## src/rtl/pipe_hazard_ctrl.sv

```systemverilog
// Pipeline hazard controller: EX-stage forwarding, load-use and multi-cycle-unit interlocks, branch flush.
// Optional stall-cycle performance counter enabled by defining HZD_PERF_CNT_EN.
module pipe_hazard_ctrl #(
    parameter int RA_W   = 5,
    parameter int MD_LAT = 4
) (
    input  logic            clk,
    input  logic            rst_n,
    input  logic [RA_W-1:0] ifid_rs1,
    input  logic [RA_W-1:0] ifid_rs2,
    input  logic            ifid_rs1_used,
    input  logic            ifid_rs2_used,
    input  logic            ifid_md,
    input  logic [RA_W-1:0] idex_rs1,
    input  logic [RA_W-1:0] idex_rs2,
    input  logic [RA_W-1:0] idex_rd,
    input  logic            idex_MemRead,
    input  logic            md_start,
    input  logic            exmem_RegWrite,
    input  logic            memwb_RegWrite,
    input  logic [RA_W-1:0] exmem_rd,
    input  logic [RA_W-1:0] memwb_rd,
    input  logic            ex_br_taken,
    output logic [1:0]      forwardA,
    output logic [1:0]      forwardB,
    output logic            PCWrite,
    output logic            ifidWrite,
    output logic            idex_bubble,
    output logic            ifid_flush,
    output logic            md_busy,
    output logic            md_done,
    output logic [31:0]     perf_stall_cnt
);

    localparam logic [3:0] MD_LAT_C = 4'(MD_LAT);

    logic [3:0]      md_cnt_q, md_cnt_d;
    logic [RA_W-1:0] pend_rd_q, pend_rd_d;
    logic            load_use, md_hazard, stall;

    always_comb begin
        forwardA = 2'b00;
        forwardB = 2'b00;
        if (exmem_RegWrite && exmem_rd != '0 && exmem_rd == idex_rs1)
            forwardA = 2'b10;
        else if (memwb_RegWrite && memwb_rd != '0 && memwb_rd == idex_rs1)
            forwardA = 2'b01;
        if (exmem_RegWrite && exmem_rd != '0 && exmem_rd == idex_rs2)
            forwardB = 2'b10;
        else if (memwb_RegWrite && memwb_rd != '0 && memwb_rd == idex_rs2)
            forwardB = 2'b01;
    end

    always_comb begin
        md_busy  = (md_cnt_q != 4'd0);
        md_done  = (md_cnt_q == 4'd1);
        load_use = idex_MemRead && idex_rd != '0 &&
                   ((ifid_rs1_used && idex_rd == ifid_rs1) ||
                    (ifid_rs2_used && idex_rd == ifid_rs2));
        // The pending result register only matters for data hazards; ifid_md is a structural conflict.
        md_hazard = md_busy &&
                    (ifid_md ||
                     (pend_rd_q != '0 &&
                      ((ifid_rs1_used && pend_rd_q == ifid_rs1) ||
                       (ifid_rs2_used && pend_rd_q == ifid_rs2))));
        stall = load_use || md_hazard;

        PCWrite     = 1'b1;
        ifidWrite   = 1'b1;
        idex_bubble = 1'b0;
        ifid_flush  = 1'b0;
        if (ex_br_taken) begin
            idex_bubble = 1'b1;
            ifid_flush  = 1'b1;
        end else if (stall) begin
            PCWrite     = 1'b0;
            ifidWrite   = 1'b0;
            idex_bubble = 1'b1;
        end
    end

    // The MD op is older than any branch in EX, so branches never touch this state.
    always_comb begin
        md_cnt_d  = md_cnt_q;
        pend_rd_d = pend_rd_q;
        if (md_cnt_q != 4'd0) begin
            md_cnt_d = md_cnt_q - 4'd1;
        end else if (md_start) begin
            md_cnt_d  = MD_LAT_C;
            pend_rd_d = idex_rd;
        end
    end

    always_ff @(posedge clk or negedge rst_n) begin
        if (!rst_n) begin
            md_cnt_q  <= 4'd0;
            pend_rd_q <= '0;
        end else begin
            md_cnt_q  <= md_cnt_d;
            pend_rd_q <= pend_rd_d;
        end
    end

`ifdef HZD_PERF_CNT_EN
    logic [31:0] perf_cnt_q, perf_cnt_d;

    always_comb begin
        perf_cnt_d = PCWrite ? perf_cnt_q : perf_cnt_q + 32'd1;
    end

    always_ff @(posedge clk or negedge rst_n) begin
        if (!rst_n)
            perf_cnt_q <= 32'd0;
        else
            perf_cnt_q <= perf_cnt_d;
    end

    assign perf_stall_cnt = perf_cnt_q;
`else
    assign perf_stall_cnt = 32'd0;
`endif

endmodule
```

## config.mk

```make
export PLATFORM = sky130hd
export DESIGN_NAME = pipe_hazard_ctrl
export DESIGN_NICKNAME = d
export VERILOG_FILES = /design/src/rtl/pipe_hazard_ctrl.sv
export SDC_FILE = /design/constraint.sdc
export NUM_CORES = 1
export LEC_CHECK = 0
export CORE_UTILIZATION = 38
export CTS_CLUSTER_DIAMETER = 100
export DETAILED_ROUTE_END_ITERATION = 8
export PLACE_DENSITY = 0.87
export SETUP_SLACK_MARGIN = 0.3
export SYNTH_ARGS = -nofsm -noshare
export SYNTH_HDL_FRONTEND = slang
export SYNTH_SLANG_ARGS = --single-unit
export TNS_END_PERCENT = 50
```

## constraint.sdc

```tcl
create_clock -name clk -period 5.17 [get_ports clk]
set_input_delay 0.517 -clock clk [delete_from_list [all_inputs] [get_ports clk]]
set_output_delay 0.517 -clock clk [all_outputs]
set_load 0.01 [all_outputs]
```

---- Yosys cells after proc, flatten, opt, wreduce, memory -nomap -nowiden ----
Index checks and enable logic that the tools add are counted.
storage, ports and cells
  bits in registers ....................... 9
  latch bits .............................. 0
  bits in writable memories ............... 0
  bits in read-only memories .............. 0
  bits of input ports ..................... 45
  logic and storage cells ................. 49
  memories ................................ 0
operators by class
  add/subtract/negate cells ............... 1
  $mul .................................... 0
  divide/modulo/power cells ............... 0
  $lt $le $gt $ge ......................... 0
  equal/unequal tests ..................... 9
  shift-type cells ........................ 0
  multiplexer cells ....................... 11
  bitwise logic cells ..................... 1
  reduce and logical (&&, ||, !) cells .... 25
operators with widths
  operator                                                            number
  5-bit == test                                                       8
  5-bit nonzero test                                                  4
  1-bit logical AND                                                   14
  4-bit 2-to-1 mux                                                    2
  1-bit 2-to-1 mux                                                    7
  4-bit by 1-bit == test with 1-bit output, second input constant     1
  1-bit logical OR                                                    4
  2-bit 2-to-1 mux                                                    2
  4-bit nonzero test                                                  1
  4-bit by 1-bit subtractor with 4-bit output, second input constant  1
  2-bit AND reduction                                                 1
  2-bit nonzero test                                                  1
  1-bit inverter                                                      1

---- Depth between registers and ports, before layout ----
Gate-level depths: netlist of run 1.
  word-level depth ........................ 9
  gate-level depth with buffers ........... 7
  depth with buffers taken out ............ 6

---- Worst setup path before layout of run 1 ----
No wires, ideal clock.
  path kind ............................... in2out
  start point ............................. input port exmem_rd[3]
  end point ............................... output port forwardA[0]
  arrival time ............................ 1670 ps
  data required time ...................... 4653 ps
  path slack .............................. 2983 ps
  stages on the path ...................... 4
  buffers on the path ..................... 0
  cell sequence ........................... or4_1 o21ai_1 nor4_1 nor4_2
on the way
  cells in the longest elaborated chain, start to end .. 4
  elaborated cells between the ends (all ways) .. 5
  those cells by class .................... eq/ne: 1; mux: 1; reduce/logical: 3
ends and longest elaborated chain
  element                RTL line  source
  from (decl)            21        input logic [RA_W-1:0] exmem_rd,
  5-bit nonzero test     44        if (exmem_RegWrite && exmem_rd != '0 && exmem_rd == idex_rs1)
  1-bit logical AND      44
  1-bit logical AND (*)  44
  2-bit 2-to-1 mux (*)   44
  to (decl)              24        output logic [1:0] forwardA,
Every way passes the cells marked *; elsewhere a longest branch is shown, timed or not.

---- Final worst setup path of run 1 ----
  start point ............................. input port exmem_rd[3]
  end point ............................... output port forwardB[0]
on the way
  cells in the longest elaborated chain, start to end .. 4
  elaborated cells between the ends (all ways) .. 5
  those cells by class .................... eq/ne: 1; mux: 1; reduce/logical: 3
ends and longest elaborated chain
  element                RTL line  source
  5-bit nonzero test     48        if (exmem_RegWrite && exmem_rd != '0 && exmem_rd == idex_rs2)
  1-bit logical AND      48
  1-bit logical AND (*)  48
  2-bit 2-to-1 mux (*)   48
  to (decl)              25        output logic [1:0] forwardB,
Marks and branches as above.

==> results of run 1 <==
-- synth_stat cells, drive strengths merged --
cell,count
inv,4
or4,6
or3,2
xor2,14
buf,34
nor4,4
and2,2
dfrtp,9
a21o,2
nand2,4
o22ai,1
ha,2
nor2,2
mux2,5
nand3,3
clkbuf,1
nand3b,1
o211ai,2
conb,1
nand4,4
xnor2,26
o21ai,5
o31ai,1
nor3,3
and3,1
-- report_power, final --
group	total (W)	internal (W)	switching (W)
clock	0.0000521	0.0000296	0.0000225
sequential	0.000146	0.000107	0.0000393
combinational	0.000254	0.000141	0.000113
total	0.000453	0.000278	0.000175
-- registers in the layout, indices dropped and copies added (netlist names) --
name       cells
pend_rd_q      5
md_cnt_q       4
-- final timing paths --
path	cells after the start	to	from
max in group asynchronous	1	pend_rd_q[3]$_DFFE_PN0P_	rst_n
hold reg to reg	1	md_cnt_q[0]$_DFFE_PN0P_	md_cnt_q[0]$_DFFE_PN0P_
hold / removal	1	md_cnt_q[0]$_DFFE_PN0P_	md_cnt_q[0]$_DFFE_PN0P_
min in group asynchronous	1	md_cnt_q[0]$_DFFE_PN0P_	rst_n
setup reg to reg	4	pend_rd_q[0]$_DFFE_PN0P_	md_cnt_q[0]$_DFFE_PN0P_
setup / recovery	6	forwardB[0]	exmem_rd[3]
-- cell families (layout without fill, tap and decap cells) --
kind of cell	after synthesis	after routing	share of synthesized area
simple gates	32	32	0.1665
other cells	1	32	0.003099
mux	5	5	0.04653
compound gates	11	11	0.06100
xor+xnor	40	40	0.2896
buf+inv	39	62	0.2265
fa+ha+maj	2	2	0.02068
flops	9	9	0.1861
-- stage by stage --
step	total power (W)	setup WS (ns)
4_1_cts	0.0004542	2.021
5_1_grt	0.0004924	1.947
3_5_place_dp	0.0003999	2.023
6_report	0.0004525	2.036
3_3_place_gp	0.0003934	2.045
2_1_floorplan	0.0003197	2.984
-- routing by layer --
layer,part of all wire,wire [microns],vias up,GRT usage
li1,-,-,520,-
met1,0.40,1071,459,0.1943
met2,0.51,1376,67,0.3103
met3,0.091,245,3,0.03077
met4,0.0052,14,0,0.02721
met5,0,0,-,0
-- worst max-delay path, delay by kind of cell --
kind / cells / cell delay, ns
buffers and inverters: 2 / 1.03
and+or+nand+nor: 3 / 0.88
AOI/OAI and AO/OA: 1 / 0.17
-- cell type report --
| cell class | instances | area [sq um] | share of cell area |
|---|---|---|---|
| multi-input cells | 122 | 827.0 | 0.4896 |
| well taps | 44 | 55.05 | 0.03259 |
| flip-flops and latches | 9 | 225.2 | 0.1333 |
| clock buffers | 4 | 26.28 | 0.01556 |
| repair buffers | 54 | 540.5 | 0.3200 |
| inverters | 4 | 15.01 | 0.008889 |
==> impl_results.md, run 1 <==
* Status: completed
* Highest clock rate at 0.3191 GHz
* Area growth, synth to finish at 39.61%
* Clk_lat worst skew at 0.25 ns
* Clock sinks at 9
* Largest net degree at the start of global routing at 10
* Antenna Cells at 0
* Minimum clock period at 3.134 ns
* Final setup fails at 0
* Starting density of the core at 0.3996
* Top-area cell type share of the netlist area at 0.2110
* Sequential share of the synthesized area at 0.1861
* Routed WL per cell at 11.42 microns
* DRC at 0
* Hold Path Class: reg -> reg
* Cell area after layout at 1689 sq um
* DR pass1 iterations at 4
* Worst VDD drop at 0.1778 mV
* Placed Cells at around 230
* CTS H-tree depth at 1
* Max Transition Viols Final at 0
* Layout Skew at roughly 0.0024 ns
* Number of port buffers at 54
* Detailed Route WL at 2707 microns
* Bufs on Longest Clock Path at 2
* CP max-delay cell: clkdlybuf4s50_1
* Hold_buf cts at 0
* Power Density at 267.9 nW/um^2
* CTS root buf: clkbuf_4
* Cell repeated most along the worst path: clkdlybuf4s50_1
* Critical path fanouts, max at 3
* Total number of vias at 1049
* Synthesized area per cell at 8.704 sq um
* Placed Instance Area at 1663 sq um
* RSZ-0062 raised after global routing: no
* Netlist cell types at 28
* Period utilization at 0.6061
* Post-CTS Repair Setup Buffers at 0
* MaxCap Viol Count at 0
* Crit path capture type: output pin
* Crit-path cells: clkdlybuf4s50_1, or4_1, o21ai_1, nor4_1, nor4_2, clkdlybuf4s50_1
* TritonCTS buffer count at 3
* P_leak at roughly 0.67 nW
* DR iter-0 viols at 41
* Initial antenna violation count at 0
* Slowest stage delay, CP at 0.56 ns
* Top cells by area, synth: buf_4 21%, xnor2_1 19%, dfrtp_1 19%
* Row Count at 20
* Chip height at 58.43 microns
* Final Util at 0.5579
* Global placer's final weighted congestion at 0.8888
* Most frequent cells in the layout: 54 x clkdlybuf4s50_1, 32 x conb_1, 26 x xnor2_1
* Boundary Pins at 87
* Fillers at around 280
* CTS tree: built
* Vias in the first global route at 986
* Post-synth top area cell: buf_4
* Grt total ovfl at 0
* First-pass GRT wire length at 4326 microns
* Mapped cell area at about 1200 sq um
* Hpwl dp at 2417 microns
* Nets at 241
* Crit path DAT at 2.62 ns
* DR vias/cell at 4.426
* TNS Setup at 0 ns
* Synth warn at 0
* Startpoint types: input port
* Layout cells sized above 1 at 0.06218
* Hold Worst Slack at 0.5111 ns
* Number of standard cells after synthesis at between 100 and 150
* Clk slew on worst S/H paths at about 0.06 ns
* Antenna-violating nets left at 0
* Critical setup path kind: in -> out
* Core Region at 3028 sq um
* Die area at approximately 3400 sq um
* Final Non-Filler Cells at roughly 240
* Aggregate global-route resource usage at 0.1640
* Commonest non-fill, non-tap cell in the layout: clkdlybuf4s50_1
* Die Wd at 58.43 microns
* CTS resizes at 0
* CP Data Required Time at about 4.7 ns
* Post-synthesis register bit count at 9
* R2R Setup Slk at 3.68 ns
* Final count of hold timing violations at 0
Note: power is estimated with default switching activity, not from simulation.
==> run 2: changes to the inputs <==
--- a/config.mk
+++ b/config.mk
@@ -5,10 +5,10 @@
 export SDC_FILE = /design/constraint.sdc
 export NUM_CORES = 1
 export LEC_CHECK = 0
-export CORE_UTILIZATION = 38
+export CORE_UTILIZATION = 35
 export CTS_CLUSTER_DIAMETER = 100
 export DETAILED_ROUTE_END_ITERATION = 8
-export PLACE_DENSITY = 0.87
+export PLACE_DENSITY = 0.81
 export SETUP_SLACK_MARGIN = 0.3
 export SYNTH_ARGS = -nofsm -noshare
 export SYNTH_HDL_FRONTEND = slang
==> constraint.sdc (replaced) <==
create_clock -name clk -period 2.9 [get_ports clk]
set_input_delay 0.29 -clock clk [delete_from_list [all_inputs] [get_ports clk]]
set_output_delay 0.29 -clock clk [all_outputs]
set_load 0.01 [all_outputs]
==> run 2 against run 1 <==
  * Clock skew increased by 0.0017 ns
  * Utilization decreased by 1.8 points
  * Sequential power increased by 67%
  * Non-clock buffer count increased by 2
  * Global-route usage decreased by 0.66 points
  * Sequential share of layout area decreased by 0.098 points
  * Critical path type is now reg -> out
==> impl_results.md, run 2 (synthesized netlist as in run 1, its figures left out) <==
* Status: completed
* Row Count at 20
* Hold Path Class: in -> async
* Fillers at 290
* CP Data Required Time at between 2 and 3 ns
* P_leak at around 0.70 nW
* Crit path capture type: output pin
* Global placer's final weighted congestion at 0.7752
* Largest net degree at the start of global routing at 10
* Top Registers: pend_rd_q x5, md_cnt_q x4
* Detailed Route WL at 2798 microns
* Power Density at about 490 nW/um^2
* Reg power frac at 0.295
* Layout cells sized above 1 at 0.07179
* Number of port buffers at 54
* Final count of hold timing violations at 0
* Initial antenna violation count at 0
* Crit path DAT at 2.35 ns
* MaxCap Viol Count at 0
* Routed WL per cell at around 12 microns
* Clk slew on worst S/H paths at 0.06 ns
* Post-place setup slack at 0.1984 ns
* Nets at 243
* TritonCTS buffer count at 3
* Antenna Cells at 0
* DR vias/cell at 4.410
* Clock power share at 0.117
* Total number of vias at 1054
* Grt total ovfl at 0
* Antenna-violating nets left at 0
* Layout Skew at 0.004055 ns
* RSZ-0062 raised after global routing: yes
* Bufs on Longest Clock Path at 2
* Clock sinks at 9
* Critical path fanouts, max at 2
* Most frequent cells in the layout: 49 x clkdlybuf4s50_1, 32 x conb_1, 26 x xnor2_1
* Hpwl dp at 2410 microns
* Starting density of the core at 0.3837
* Boundary Pins at 87
* Core Region at 3153 sq um
* Critical setup path kind: reg -> out
* Period utilization at 0.9103
* Die Wd at 60.80 microns
* Commonest non-fill, non-tap cell in the layout: clkdlybuf4s50_1
* Setup ws final at 0.2602 ns
* TNS Setup at 0 ns
* DRC at 0
* CTS H-tree depth at 1
* Clk_lat worst skew at 0.26 ns
* Switching Share at 0.3843
* Comb power frac at 0.588
* Vias in the first global route at 942
* Startpoint types: flip-flop
* CTS tree: built
* First-pass GRT wire length at 4257 microns
* DR iter-0 viols at 18
* P_sw at 0.0003184 W
* Highest clock rate at 0.3788 GHz
* Die area at roughly 3700 sq um
* Final setup fails at 0
* Internal at 0.0005101 W
* DR pass1 iterations at 4
* Chip height at 60.80 microns
* Area growth, synth to finish at 40.64%
* Minimum clock period at 2.640 ns
* Max reg flops at 5
* Max Transition Viols Final at 0
* Worst VDD drop at 0.4371 mV
* Aggregate global-route resource usage at 0.1574
* Biggest register: pend_rd_q
* CTS root buf: clkbuf_4
## run 2: changes by cell type in the layout (fill, tap and decap cells not counted)
cell	previous run	this run
clkdlybuf4s50_1	54	49
buf_4	0	2
dlygate4sd2_1	0	4
dlymetal6s2s_1	0	1
## run 2: critical path, stage by stage (launching register included)
cell and delay, ns:
dfrtp_1 0.39, or4_1 0.54, nor2_2 0.12, nor3_1 0.07, o31ai_2 0.28, a21o_1 0.16, clkdlybuf4s50_1 0.53
## run 2: worst paths after layout
path	to	cells past startpoint	start	slack [ns]
max	ifidWrite	6	pend_rd_q[1]$_DFFE_PN0P_	0.26
min	md_cnt_q[3]$_DFFE_PN0P_	1	rst_n	0.33
max reg2reg	pend_rd_q[4]$_DFFE_PN0P_	4	md_cnt_q[0]$_DFFE_PN0P_	1.36
min reg2reg	md_cnt_q[0]$_DFFE_PN0P_	1	md_cnt_q[0]$_DFFE_PN0P_	0.50
max in group asynchronous	pend_rd_q[1]$_DFFE_PN0P_	1	rst_n	2.28
min in group clk	md_cnt_q[0]$_DFFE_PN0P_	1	md_cnt_q[0]$_DFFE_PN0P_	0.50
## run 2: power groups by stage
stage | sequential [W] | combinational [W] | clock, W
2_1_floorplan | 0.000243 | 0.000327 | 0
3_3_place_gp | 0.000255 | 0.000445 | 0
3_5_place_dp | 0.000258 | 0.000453 | 0
4_1_cts | 0.000243 | 0.000488 | 0.000100
5_1_grt | 0.000253 | 0.000541 | 0.000108
6_report | 0.000244 | 0.000487 | 0.0000970
## run 2: layout make-up
cell class,count,area [sq um],share of cell area
Inverter,4,15.01,0.008824
Multi-Input combinational cell,122,827.0,0.4860
Timing Repair Buffer,56,553.0,0.3250
Clock buffer,4,26.28,0.01544
Tap cell,44,55.05,0.03235
Sequential cell,9,225.2,0.1324
## run 2: stage by stage
stage          instances  total power [W]  utilization  hold WS [ns]  cell area (sq um)
2_1_floorplan        170        0.0005699            -     -0.005591               1326
3_3_place_gp         233        0.0006999       0.5274        0.5030               1663
3_5_place_dp         233        0.0007113       0.5274        0.4914               1663
4_1_cts              239        0.0008312       0.5389        0.3317               1699
5_1_grt              239        0.0009019       0.5397        0.3507               1702
6_report             239        0.0008286       0.5397        0.3261               1702
## run 2: routing by layer
| layer | share of wire | wire [microns] | GRT usage | vias up |
|---|---|---|---|---|
| met5 | 0 | 0 | 0 | - |
| met4 | 0.0089 | 25 | 0.04870 | 0 |
| met3 | 0.088 | 247 | 0.04051 | 4 |
| met2 | 0.48 | 1355 | 0.2841 | 48 |
| met1 | 0.42 | 1170 | 0.1816 | 478 |
| li1 | - | - | - | 524 |
## run 2: repair_timing
| action | in CTS | in global routing |
|---|---|---|
| pin swaps | 2 | 0 |
| setup buffers | 2 | 0 |
| resized for setup | 4 | 1 |
| hold buffers | 0 | 0 |
| setup endpoints to repair | 4 | 3 |
==> run 3: changes to the inputs <==
--- a/config.mk
+++ b/config.mk
@@ -5,10 +5,13 @@
 export SDC_FILE = /design/constraint.sdc
 export NUM_CORES = 1
 export LEC_CHECK = 0
-export CORE_UTILIZATION = 35
+export CAP_MARGIN = 40
+export CELL_PAD_IN_SITES_DETAIL_PLACEMENT = 1
+export CELL_PAD_IN_SITES_GLOBAL_PLACEMENT = 2
+export CORE_UTILIZATION = 18
 export CTS_CLUSTER_DIAMETER = 100
 export DETAILED_ROUTE_END_ITERATION = 8
-export PLACE_DENSITY = 0.81
+export PLACE_DENSITY_LB_ADDON = 0.1
 export SETUP_SLACK_MARGIN = 0.3
 export SYNTH_ARGS = -nofsm -noshare
 export SYNTH_HDL_FRONTEND = slang
==> run 3 against run 2 <==
  * The run now ends with design-rule violations left
  * Routed wire length increased by 21%
  * Maximum frequency grew 0.19%
  * Clock skew is 0.0029 ns lower
  * Final cell count rose by 14%
  * Sequential share of layout area down 0.45 points
  * Sequential power rose by 7%
  * Utilization is 27 points lower
  * Largest power group unchanged
  * First-iteration DRC count rose to 2.6 times the previous value
  * Largest cell class unchanged
==> impl_results.md, run 3 (synthesized netlist as in run 1, its figures left out) <==
* Hpwl dp at 2982 microns
* DR pass1 iterations at 6
* Fillers at 756
* Row Count at 29
* Total number of vias at roughly 1000
* Detailed Route WL at about 3400 microns
* Slowest stage delay, CP at roughly 0.55 ns
* Critical setup path kind: reg -> out
* Initial antenna violation count at 0
* Antenna-violating nets left at 0
* TNS Setup at 0 ns
* Die area at 7053 sq um
* Met2 usage at 0.1662
* Final setup fails at 0
* CTS tree: built
* CTS root buf: clkbuf_8
* DR vias/cell at ~3.8
* Clock sinks at 9
* Hold Path Class: in -> async
* Power Density at 490.6 nW/um^2
* Starting density of the core at 0.1884
* Most frequent cells in the layout: 52 x clkdlybuf4s50_1, 32 x conb_1, 26 x xnor2_1
* Core Region at ~6400 sq um
* Final count of hold timing violations at 0
* FF+latch area at 225.2 sq um
* Grt total ovfl at 0
* CTS H-tree depth at 1
* DRC at 17
* M1 GR Usage at 0.1303
* Crit-path cells: or4_1, nor2_2, nor3_1, o31ai_2, a21o_1, clkdlybuf4s50_1
* Top Registers: pend_rd_q x5, md_cnt_q x4
* Highest clock rate at 0.3795 GHz
* Area growth, synth to finish at 45.61%
* Boundary Pins at 87
* CP max-delay cell: or4_1
* CP Data Required Time at 2.61 ns
* Number of port buffers at 54
* Antenna Cells at 0
* Aggregate global-route resource usage at 0.09842
* Critical path fanouts, max at 4
* Worst VDD drop at 0.3439 mV
* Clk_lat worst skew at 0.22 ns
* DR iter-0 viols at 47
* Layout cells sized above 1 at 0.07179
* P_leak at 0.6953 nW
* Crit path capture type: output pin
* TritonCTS buffer count at 3
* Layout Skew at 0.001157 ns
* Period utilization at 0.9086
* Commonest non-fill, non-tap cell in the layout: clkdlybuf4s50_1
* RSZ-0062 raised after global routing: yes
* M3 GR Usage at 0.01583
* Die Wd at roughly 84 microns
* Crit path DAT at 2.34 ns
* Global placer's final weighted congestion at 0.7785
* Routed WL per cell at roughly 12 microns
* Biggest register: pend_rd_q
* Max Transition Viols Final at 0
* Hold_buf cts at 0
* Violated checks: design-rule violations
* Max reg flops at 5
* Startpoint types: flip-flop
* Bufs on Longest Clock Path at 2
* MaxCap Viol Count at 0
* Minimum clock period at 2.635 ns
* Post-CTS Repair Setup Buffers at 0
* Largest net degree at the start of global routing at 10
* Status: complete, but fails checks
* Multi-input combinational cell area at 827.0 sq um
* Chip height at 83.99 microns
* Nets at 243
* Vias in the first global route at 1071
* Gr busiest metal: met2
* Clk slew on worst S/H paths at 0.04 ns
* First-pass GRT wire length at roughly 5500 microns
* Final Total Pwr at 0.0008643 W
-- run 3: metrics by stage --
step	cell area, sq um	util	instances	setup WS, ns	hold WS, ns
finish	1762	0.2743	272	0.2652	0.3665
global route	1762	0.2743	272	0.1068	0.3940
CTS	1762	0.2743	272	0.2225	0.3883
detailed placement	1719	0.2677	268	0.1893	0.4958
global placement	1719	0.2677	268	0.1853	0.4948
floorplan	1326	-	170	0.9570	-0.005591
-- run 3: area by class of cell --
cell class	count	area share
well taps	77	0.05469
repair buffers	56	0.3139
inverters	4	0.008523
flip-flops and latches	9	0.1278
clock buffers	4	0.02557
multi-input cells	122	0.4695
-- run 3: path summary, 6_finish.rpt --
path | start | slack [ns] | depth (start not counted) | to
max in group asynchronous | rst_n | 2.25 | 1 | pend_rd_q[1]$_DFFE_PN0P_
min in group clk | md_cnt_q[0]$_DFFE_PN0P_ | 0.50 | 1 | md_cnt_q[0]$_DFFE_PN0P_
max | pend_rd_q[1]$_DFFE_PN0P_ | 0.27 | 6 | PCWrite
max reg2reg | md_cnt_q[1]$_DFFE_PN0P_ | 1.38 | 4 | pend_rd_q[4]$_DFFE_PN0P_
min reg2reg | md_cnt_q[0]$_DFFE_PN0P_ | 0.50 | 1 | md_cnt_q[0]$_DFFE_PN0P_
min | rst_n | 0.37 | 1 | md_cnt_q[3]$_DFFE_PN0P_
-- run 3: report_power, final --
group          internal (W)  switching (W)
Combinational      0.000255       0.000209
Clock             0.0000953      0.0000434
Sequential         0.000191      0.0000707
Total              0.000541       0.000323
-- run 3: critical path, delay by kind of cell (launching register included) --
kind,cells,cell delay (ns)
AO/OA/AOI/OAI,2,0.44
buffers and inverters,1,0.53
flip-flops,1,0.42
AND/OR/NAND/NOR,3,0.73
-- run 3: routing by layer --
metal | wire length, microns | up-vias | share of wire
li1 | - | 517 | -
met1 | 1515 | 471 | 0.45
met2 | 1617 | 51 | 0.48
met3 | 229 | 2 | 0.068
met4 | 11 | 0 | 0.0033
met5 | 0 | - | 0
-- run 3: repair_timing --
item,4_1_cts,5_1_grt
pin swaps,0,0
resized for setup,2,0
setup endpoints to repair,4,3
